==> src/rtl/pwm_ctrl_pkg.sv <==
// Shared types and constants for the PWM speed controller.
// Holds the controller FSM encoding and the speed range helpers.
package pwm_ctrl_pkg;

    localparam int SPEED_W = 3;
    localparam logic [SPEED_W-1:0] SPEED_MAX = 3'd7;

    typedef enum logic [1:0] {
        OFF      = 2'd0,
        RUN      = 2'd1,
        STOPPING = 2'd2
    } ctrl_state_t;

    // One slew step from cur toward goal; callers only use it when cur != goal.
    function automatic logic [SPEED_W-1:0] step_toward(
        input logic [SPEED_W-1:0] cur,
        input logic [SPEED_W-1:0] goal
    );
        if (cur > goal)
            return cur - SPEED_W'(1);
        else
            return cur + SPEED_W'(1);
    endfunction

endpackage

==> src/rtl/pwm_speed_ctrl_btn_debounce.sv <==
// Button front end: 2-FF synchronizer, counting debouncer and rising-edge press pulse.
// Buttons already held when reset releases cannot fire until seen released once.
module btn_debounce #(
    parameter int DEBOUNCE_CYCLES = 50000,
    parameter int CNT_W           = 17
) (
    input  logic clk,
    input  logic rst_n,
    input  logic btn,
    output logic press
);

    logic             sync1;
    logic             sync2;
    logic             stable;
    logic             armed;
    logic [1:0]       fill;
    logic [CNT_W-1:0] cnt;

    // fill marks when the synchronizer holds real samples, so armed only
    // sets on a genuine released level rather than on the reset zeros.
    always_ff @(posedge clk or negedge rst_n) begin
        if (!rst_n) begin
            sync1  <= 1'b0;
            sync2  <= 1'b0;
            stable <= 1'b0;
            armed  <= 1'b0;
            fill   <= 2'b00;
            cnt    <= '0;
            press  <= 1'b0;
        end else begin
            sync1 <= btn;
            sync2 <= sync1;
            fill  <= {fill[0], 1'b1};
            press <= 1'b0;

            if (fill[1] && !sync2)
                armed <= 1'b1;

            if (sync2 != stable) begin
                if (cnt == CNT_W'(DEBOUNCE_CYCLES)) begin
                    stable <= sync2;
                    cnt    <= '0;
                    press  <= sync2 & armed;
                end else begin
                    cnt <= cnt + CNT_W'(1);
                end
            end else begin
                cnt <= '0;
            end
        end
    end

endmodule

==> src/rtl/pwm_speed_ctrl.sv <==
// Upstream control for the PWM width generator: debounced buttons set a target
// speed, and a slew-limited ramp drives the generator with soft stopping.
module pwm_speed_ctrl
    import pwm_ctrl_pkg::*;
#(
    parameter int DEBOUNCE_CYCLES = 50000,
    parameter int RAMP_CYCLES     = 100000,
    parameter int CNT_W           = 17
) (
    input  logic               clk,
    input  logic               rst_n,
    input  logic               btn_up,
    input  logic               btn_down,
    input  logic               btn_run,
    output logic               enable_out,
    output logic [SPEED_W-1:0] speed_out,
    output logic [SPEED_W-1:0] target,
    output logic               busy
);

    logic               up_press;
    logic               down_press;
    logic               run_press;
    ctrl_state_t        state;
    logic [SPEED_W-1:0] goal;
    logic [CNT_W-1:0]   ramp_cnt;

    btn_debounce #(
        .DEBOUNCE_CYCLES (DEBOUNCE_CYCLES),
        .CNT_W           (CNT_W)
    ) u_db_up (
        .clk   (clk),
        .rst_n (rst_n),
        .btn   (btn_up),
        .press (up_press)
    );

    btn_debounce #(
        .DEBOUNCE_CYCLES (DEBOUNCE_CYCLES),
        .CNT_W           (CNT_W)
    ) u_db_down (
        .clk   (clk),
        .rst_n (rst_n),
        .btn   (btn_down),
        .press (down_press)
    );

    btn_debounce #(
        .DEBOUNCE_CYCLES (DEBOUNCE_CYCLES),
        .CNT_W           (CNT_W)
    ) u_db_run (
        .clk   (clk),
        .rst_n (rst_n),
        .btn   (btn_run),
        .press (run_press)
    );

    // Only RUN chases the user's target; both other states wind speed down to 0.
    always_comb begin
        goal = '0;
        if (state == RUN)
            goal = target;
    end

    assign busy = (speed_out != goal);

    // Simultaneous up and down presses cancel out.
    always_ff @(posedge clk or negedge rst_n) begin
        if (!rst_n) begin
            target <= '0;
        end else if (up_press && !down_press) begin
            if (target != SPEED_MAX)
                target <= target + SPEED_W'(1);
        end else if (down_press && !up_press) begin
            if (target != '0)
                target <= target - SPEED_W'(1);
        end
    end

    // A run press in STOPPING takes priority over the exit to OFF.
    always_ff @(posedge clk or negedge rst_n) begin
        if (!rst_n) begin
            state      <= OFF;
            enable_out <= 1'b0;
        end else begin
            case (state)
                OFF: begin
                    if (run_press) begin
                        state      <= RUN;
                        enable_out <= 1'b1;
                    end
                end
                RUN: begin
                    if (run_press)
                        state <= STOPPING;
                end
                STOPPING: begin
                    if (run_press) begin
                        state <= RUN;
                    end else if (speed_out == '0) begin
                        state      <= OFF;
                        enable_out <= 1'b0;
                    end
                end
                default: begin
                    state      <= OFF;
                    enable_out <= 1'b0;
                end
            endcase
        end
    end

    // The interval counter keeps running across goal changes, so a reversal
    // only shows up at the next scheduled step.
    always_ff @(posedge clk or negedge rst_n) begin
        if (!rst_n) begin
            speed_out <= '0;
            ramp_cnt  <= '0;
        end else if (speed_out != goal) begin
            if (ramp_cnt == CNT_W'(RAMP_CYCLES - 1)) begin
                speed_out <= step_toward(speed_out, goal);
                ramp_cnt  <= '0;
            end else begin
                ramp_cnt <= ramp_cnt + CNT_W'(1);
            end
        end else begin
            ramp_cnt <= '0;
        end
    end

endmodule
==> config.mk <==
export PLATFORM = sky130hd
export DESIGN_NAME = pwm_speed_ctrl
export DESIGN_NICKNAME = d
export VERILOG_FILES = /design/src/rtl/pwm_ctrl_pkg.sv /design/src/rtl/pwm_speed_ctrl_btn_debounce.sv /design/src/rtl/pwm_speed_ctrl.sv
export SDC_FILE = /design/constraint.sdc
export NUM_CORES = 1
export LEC_CHECK = 0
export ABC_AREA = 1
export BUFFER_PORTS_ARGS = -buffer_cell sky130_fd_sc_hd__buf_2
export CAP_MARGIN = 20
export CORE_MARGIN = 5
export CORE_UTILIZATION = 62
export CTS_BUF_LIST = sky130_fd_sc_hd__clkbuf_8 sky130_fd_sc_hd__clkbuf_16
export DETAILED_ROUTE_END_ITERATION = 8
export PLACE_DENSITY_LB_ADDON = 0.25
export SETUP_SLACK_MARGIN = 0.3
export SLEW_MARGIN = 10
export SYNTH_ARGS = -nofsm -noshare
export SYNTH_HDL_FRONTEND = slang
export SYNTH_SLANG_ARGS = --single-unit
==> constraint.sdc <==
create_clock -name clk -period 2.5 [get_ports clk]
set_clock_uncertainty 0.15 [all_clocks]
set_input_delay 0.25 -clock clk [delete_from_list [all_inputs] [get_ports clk]]
set_output_delay 0.25 -clock clk [all_outputs]
set_load 0.02 [all_outputs]
==> out/results.tsv, run 1 <==
metric	value	unit
status	completed	
post_synth_xor_area_fraction	5.68	%
synth_compound_gate_area_share	4.26	%
firstDrtPassIters	5	
clock_sink_count	94	
cellLeakagePower	2.48	nW
max_cap_viol_count	0	
first_iter_violations	260	
yosysUniqueCellTypes	35	
path_class	flip-flop to flip-flop	
floorplan.core_area	7730	sq um
cts_made_buffers	9	
finalCriticalPeriod	2300	ps
std_cell_rows	32	
final_antenna_net_count	0	
final.period_utilization	92.0	%
grt_use_total	21.8	%
crit_top_cell	sky130_fd_sc_hd__nand2_4	
io_pins	13	
synth-simple-area-share	31.6	%
timing.critical_path.slowest_stage_cell	sky130_fd_sc_hd__dfrtp_1	
grt_overflow	0	
final-max-slew-violation-count	0	
final.setup.tns	0	ps
nNetsFinal	674	
worstPathRequired	2600	ps
portion_of_synthesized_cell_area_occupied_by_the_leading_cell_type	47.7	%
timing.critical_path.buf_inv	2	
numPortBuffers	12	
hold_viol	0	
groute.layer.met2.usage	37.4	%
post_synth_fa_ha_maj_area_fraction	3.60	%
gpl.final_weighted_congestion	0.880	
avg_synthesized_cell_area	7.96	sq um
grt_first_pass_wirelength	17.7	mm
cts_tree	yes	
edff_count_synth	0	
netlist.top_cell.by_area	sky130_fd_sc_hd__dfrtp_1	
synthMuxAreaShare	0	%
synth_area_leaders	sky130_fd_sc_hd__dfrtp_1 (48%), sky130_fd_sc_hd__nor2_1 (10%), sky130_fd_sc_hd__nand2_1 (9.0%), sky130_fd_sc_hd__inv_1 (6.8%), sky130_fd_sc_hd__xor2_1 (4.3%)	
filler_cell_count	586	
area_growth_syn_to_fin	12.5	%
met3_resource_use_gr	3.23	%
start_util	63.8	%
achievable-frequency	0.435	GHz
floorplan.die.height	99.2	um
finalWirelength	9.86	mm
report.power.total	2.59	mW
grt_start_max_net_pins	57	
antenna_found_initial	0	
synth_async_sr_flop_share	100	%
critical_path_endpoint_category	flip-flop	
drc	0	
worst_setup_hold_path_clk_slew	100	ps
via_per_inst	5.28	
pwr_density_cell	466	nW/um^2
met1_usage	27.6	%
cts-htree-levels	3	
insertedDiodeCount	0	
cts_buffer_depth	2	
synthesis.nets	638	
vdd.ir_drop.worst	330	uV
kind_of_cell_adding_the_most_delay_to_the_critical_path	simple AND/OR/NAND/NOR gates	
insertion_delay_of_the_later_clocked_pin_in_the_worst_skew_pair	350	ps
synth_sequential_area_ratio	47.7	%
grt_setup_unrepaired	true	
timing.critical_path.cells	inv_2 > nor2_4 > nand2_2 > ha_4 > nand3_4 > nand2_4 > nand2_4 > fa_2 > inv_2 > nand2_2 > nand2_4 > nor2_4 > nor2_1 > nor2_1	
top_count_cell_post_synth	sky130_fd_sc_hd__nor2_1	
drt-wirelength-per-cell	12.9	um
synthCells	620	
cts.root.buffer_cell	sky130_fd_sc_hd__clkbuf_8	
hpwl	7.04	mm
number_of_warning_messages_in_the_yosys_log	0	
finalSetupViolCount	0	
grt_pass1_vias	4087	
synth_top_family_by_area	simple AND/OR/NAND/NOR gates	
largest_incremental_delay_on_the_critical_path	400	ps
cp_max_fo	4	
synthFlopType	sky130_fd_sc_hd__dfrtp_1	
worst_hold_check_path_type	flip-flop to flip-flop	
die-width	99.2	um
fraction_of_layout_instances_using_a_drive_strength_above_1	13.3	%
design.die.area	9840	sq um
critPathLaunchType	flip-flop	
busiest_layer	met2	
netlist_area	4930	sq um
dr_total_vias	4029	
netlist_top_cells_count	sky130_fd_sc_hd__nor2_1 (138), sky130_fd_sc_hd__nand2_1 (118), sky130_fd_sc_hd__dfrtp_1 (94)	
arrival_time_at_the_worst_endpoint	2400	ps
yosys_register_bits	94	
## kinds of logic (layout without fill, tap and decap cells)
family,after synthesis,count (layout)
AO/OA/AOI/OAI,38,38
XOR/XNOR,32,32
adder cells (fa/ha/maj),13,13
buffers and inverters,93,134
flip-flops,94,94
other,1,1
AND/OR/NAND/NOR,349,349
## stage by stage
step	cell area [sq um]	util [%]	setup WS [ps]	hold WS [ps]	std cells
final	5550	71.8	201	212	763
after global routing	5550	71.8	125	222	763
after CTS	5490	71.1	282	214	759
after detailed placement	5170	67.0	111	103	737
after global placement	5170	67.0	247	101	737
after floorplan	4950	-	305	-196	620
## area by class of cell
cell class                 instances  area [sq um]  area share, %
multi-input combinational        433          2350           42.4
clock buffer                      11           151           2.73
clock inverter                     5          35.0          0.631
timing repair buffer              25           183           3.29
inverter                          93           349           6.29
tap                              102           128           2.30
sequential                        94          2350           42.4
## sequential cells by signal (all words and copies together) (netlist names), 2 cells and up
register / count
ramp_cnt: 17
state: 2
u_db_up.cnt: 17
speed_out: 3
u_db_run.cnt: 17
target: 3
u_db_down.cnt: 17
## power breakdown
group	switching, mW	leakage, nW	total, mW	internal [mW]
registers	0.0159	1.27	1.55	1.54
logic	0.0682	1.12	0.0997	0.0315
clock network	0.521	0.0890	0.935	0.414
total	0.605	2.48	2.59	1.98
## metal layers
layer	wire length, um	up-vias
li1	-	2013
met5	0	-
met3	351	16
met2	5040	101
met4	147	0
met1	4320	1899
## cells in the final DEF, fill, tap and decap left out, drive strengths merged
master and n:
nor2 148, nand2 125, dfrtp 94, inv 94, nand3 32, xor2 24
nor3 22, buf 21, o21ai 19, nand4 11, clkbuf 11, a21oi 11
ha 11, xnor2 8, nor4 4, dlygate4sd3 4, a31oi 3, clkinvlp 3
nor3b 3, o21bai 2, fa 2, and2 1, or2 1, nand3b 1
nor4b 1, o31ai 1, a21o 1, o21a 1, clkinv 1, conb 1
## timing repair
item	in CTS	in global routing
endpoints found under the hold margin	41	0
setup endpoints to repair	2	3
setup buffers	2	4
resized for setup	16	7
pin swaps	7	10
hold buffers	4	0
## path summary, 6_finish.rpt
check | start | to | slack [ps] | cells past startpoint
max in group asynchronous | rst_n | u_db_down.cnt[13]$_DFF_PN0_ | 1280 | 3
worst max-delay path | state[0]$_DFFE_PN0P_ | speed_out[2]$_DFFE_PN0P_ | 200 | 14
worst min-delay path | u_db_run.fill[0]$_DFF_PN0_ | u_db_down.fill[1]$_DFF_PN0_ | 210 | 0
min in group asynchronous | rst_n | ramp_cnt[16]$_DFF_PN0_ | 260 | 2
worst min register to register | u_db_run.fill[0]$_DFF_PN0_ | u_db_down.fill[1]$_DFF_PN0_ | 210 | 0
worst max register to register | state[0]$_DFFE_PN0P_ | speed_out[2]$_DFFE_PN0P_ | 200 | 14
Power figures use the tool's default switching activity.
==> run 2, diff against run 1 <==
CORE_UTILIZATION = 63   (was 62)
SYNTH_HIERARCHICAL = 1   (was default)
==> out/results.tsv, run 2 <==
metric	value	unit
synthesis.nets	681	
final-max-slew-violation-count	0	
number_of_warning_messages_in_the_yosys_log	6	
max_cap_viol_count	0	
synth_sequential_area_ratio	46.4	%
finalWirelength	10.5	mm
edff_count_synth	0	
start_util	64.6	%
hold_viol	0	
antenna_found_initial	0	
finalCriticalPeriod	2230	ps
grt_start_max_net_pins	45	
synth_area_leaders	sky130_fd_sc_hd__dfrtp_1 (46%), sky130_fd_sc_hd__nor2_1 (11%), sky130_fd_sc_hd__nand2_1 (9.4%), sky130_fd_sc_hd__inv_1 (4.4%), sky130_fd_sc_hd__nand2_2 (3.6%)	
final.setup.tns	0	ps
netlist_area	5280	sq um
status	completed	
placed_area	5510	sq um
portion_of_synthesized_cell_area_occupied_by_the_leading_cell_type	46.4	%
synthFlopType	sky130_fd_sc_hd__dfrtp_1	
critPathLaunchType	flip-flop	
arrival_time_at_the_worst_endpoint	2340	ps
std_cell_rows	33	
finalSetupViolCount	0	
vdd.ir_drop.worst	358	uV
cts_buffer_depth	2	
via_per_inst	5.30	
clock_sink_count	98	
design.die.area	10300	sq um
die-width	102	um
drt-wirelength-per-cell	12.9	um
finalCoreUtilization	72.8	%
synth_async_sr_flop_share	100	%
pwr_density_cell	495	nW/um^2
synthCells	663	
first_iter_violations	181	
netlist_top_cells_count	sky130_fd_sc_hd__nor2_1 (149), sky130_fd_sc_hd__nand2_1 (132), sky130_fd_sc_hd__dfrtp_1 (98)	
grt_setup_unrepaired	true	
io_pins	13	
top_count_cell_post_synth	sky130_fd_sc_hd__nor2_1	
netlist.top_cell.by_area	sky130_fd_sc_hd__dfrtp_1	
path_class	flip-flop to flip-flop	
grt_use_total	22.2	%
floorplan.core_area	8180	sq um
hpwl	7.38	mm
critical_path_endpoint_category	flip-flop	
nNetsFinal	718	
cts_made_buffers	9	
floorplan.die.height	102	um
firstDrtPassIters	7	
insertion_delay_of_the_later_clocked_pin_in_the_worst_skew_pair	360	ps
yosysUniqueCellTypes	35	
final_design_area_no_fill	5950	sq um
most_frequent_cells_in_the_layout	sky130_fd_sc_hd__nor2_1 (149), sky130_fd_sc_hd__nand2_1 (125), sky130_fd_sc_hd__dfrtp_1 (97), sky130_fd_sc_hd__inv_1 (58), sky130_fd_sc_hd__nand2_2 (35)	
gpl.final_weighted_congestion	1.01	
yosys_register_bits	98	
grt_first_pass_wirelength	18.4	mm
final.period_utilization	89.3	%
fraction_of_layout_instances_using_a_drive_strength_above_1	20.0	%
drc	0	
grt_overflow	0	
worst_hold_check_path_type	flip-flop to flip-flop	
dr_total_vias	4294	
worstPathRequired	2610	ps
layout.cells.most_common	sky130_fd_sc_hd__nor2_1	
final_antenna_net_count	0	
worst_setup_hold_path_clk_slew	100	ps
cts-htree-levels	3	
cts_tree	yes	
area_growth_syn_to_fin	12.7	%
cp_max_fo	3	
grt_pass1_vias	4115	
achievable-frequency	0.448	GHz
cellLeakagePower	2.62	nW
avg_synthesized_cell_area	7.97	sq um
cts.root.buffer_cell	sky130_fd_sc_hd__clkbuf_8	
numPortBuffers	12	
insertedDiodeCount	0	
-- run 2: area by class of cell --
| class | instances | area (sq um) |
|---|---|---|
| multi-input combinational | 486 | 2620 |
| sequential | 98 | 2450 |
| fill | 612 | 2230 |
| inverter | 76 | 288 |
| timing repair buffer | 29 | 213 |
| tap | 105 | 131 |
| clock buffer | 9 | 124 |
| clock inverter | 7 | 118 |
-- run 2: kinds of logic (layout without fill, tap and decap cells) --
logic type                 count (synthesis)  after routing  share of synthesized area, %
buffers and inverters                     79            121                          5.83
and+or+nand+nor                          406            406                          35.2
DFF                                       98             98                          46.4
xor gates and xnor gates                  28             28                          4.64
other                                      3              3                         0.213
AOI/OAI and AO/OA                         36             36                          4.31
adders and majority gates                 13             13                          3.36
-- run 2: worst max-delay path, cell delays in order (launching register included) --
cell	delay, ps
sky130_fd_sc_hd__dfrtp_1	400
sky130_fd_sc_hd__inv_2	90
sky130_fd_sc_hd__nand2_4	70
sky130_fd_sc_hd__inv_4	80
sky130_fd_sc_hd__nand2_4	50
sky130_fd_sc_hd__ha_4	320
sky130_fd_sc_hd__nand3_4	80
sky130_fd_sc_hd__nand2_2	90
sky130_fd_sc_hd__nand2_2	50
sky130_fd_sc_hd__fa_2	360
sky130_fd_sc_hd__nand3_2	100
sky130_fd_sc_hd__nand2_2	60
sky130_fd_sc_hd__inv_2	60
sky130_fd_sc_hd__nand3_2	70
sky130_fd_sc_hd__nand2_1	70
sky130_fd_sc_hd__inv_1	40
-- run 2: power by group --
group          total, mW  leakage (nW)  internal [mW]  switching [mW]
Sequential          1.62          1.32           1.61          0.0186
Clock               1.21         0.123          0.665           0.546
Combinational      0.113          1.18         0.0353          0.0776
Total               2.95          2.62           2.31           0.642
-- run 2: path summary, 6_finish.rpt --
check | startpoint | end | slack, ps | depth (start not counted)
max | state[1]$_DFFE_PN0P_ | speed_out[2]$_DFFE_PN0P_ | 270 | 15
max in group asynchronous | rst_n | state[1]$_DFFE_PN0P_ | 1320 | 3
max reg2reg | state[1]$_DFFE_PN0P_ | speed_out[2]$_DFFE_PN0P_ | 270 | 15
min reg2reg | u_db_run/fill[0]$_DFF_PN0_ | u_db_run/fill[1]$_DFF_PN0_ | 200 | 0
min in group asynchronous | rst_n | u_db_up/cnt[7]$_DFF_PN0_ | 230 | 2
min | u_db_run/fill[0]$_DFF_PN0_ | u_db_run/fill[1]$_DFF_PN0_ | 200 | 0
-- run 2: metrics by stage --
stage	power (mW)	worst slack [ps]	hold WS (ps)	std cells
6_report	2.95	268	202	810
4_1_cts	2.97	302	205	805
3_3_place_gp	1.76	245	89.2	779
3_5_place_dp	1.77	10.4	96.6	779
5_1_grt	3.07	181	209	810
2_1_floorplan	1.71	303	-196	663
-- run 2: layer usage --
layer / global-route usage, % / wire length, um
met1: 29.5 / 4690
met2: 37.2 / 5150
met3: 2.89 / 430
met4: 8.59 / 190
met5: 0 / 0
-- run 2: what timing repair did --
| action | 4_1_cts | 5_1_grt |
|---|---|---|
| pin swaps | 5 | 6 |
| hold endpoints to repair | 37 | 0 |
| resized for setup | 14 | 8 |
| hold buffers | 4 | 0 |
| setup endpoints to repair | 2 | 2 |
| buffers inserted | 6 | 5 |
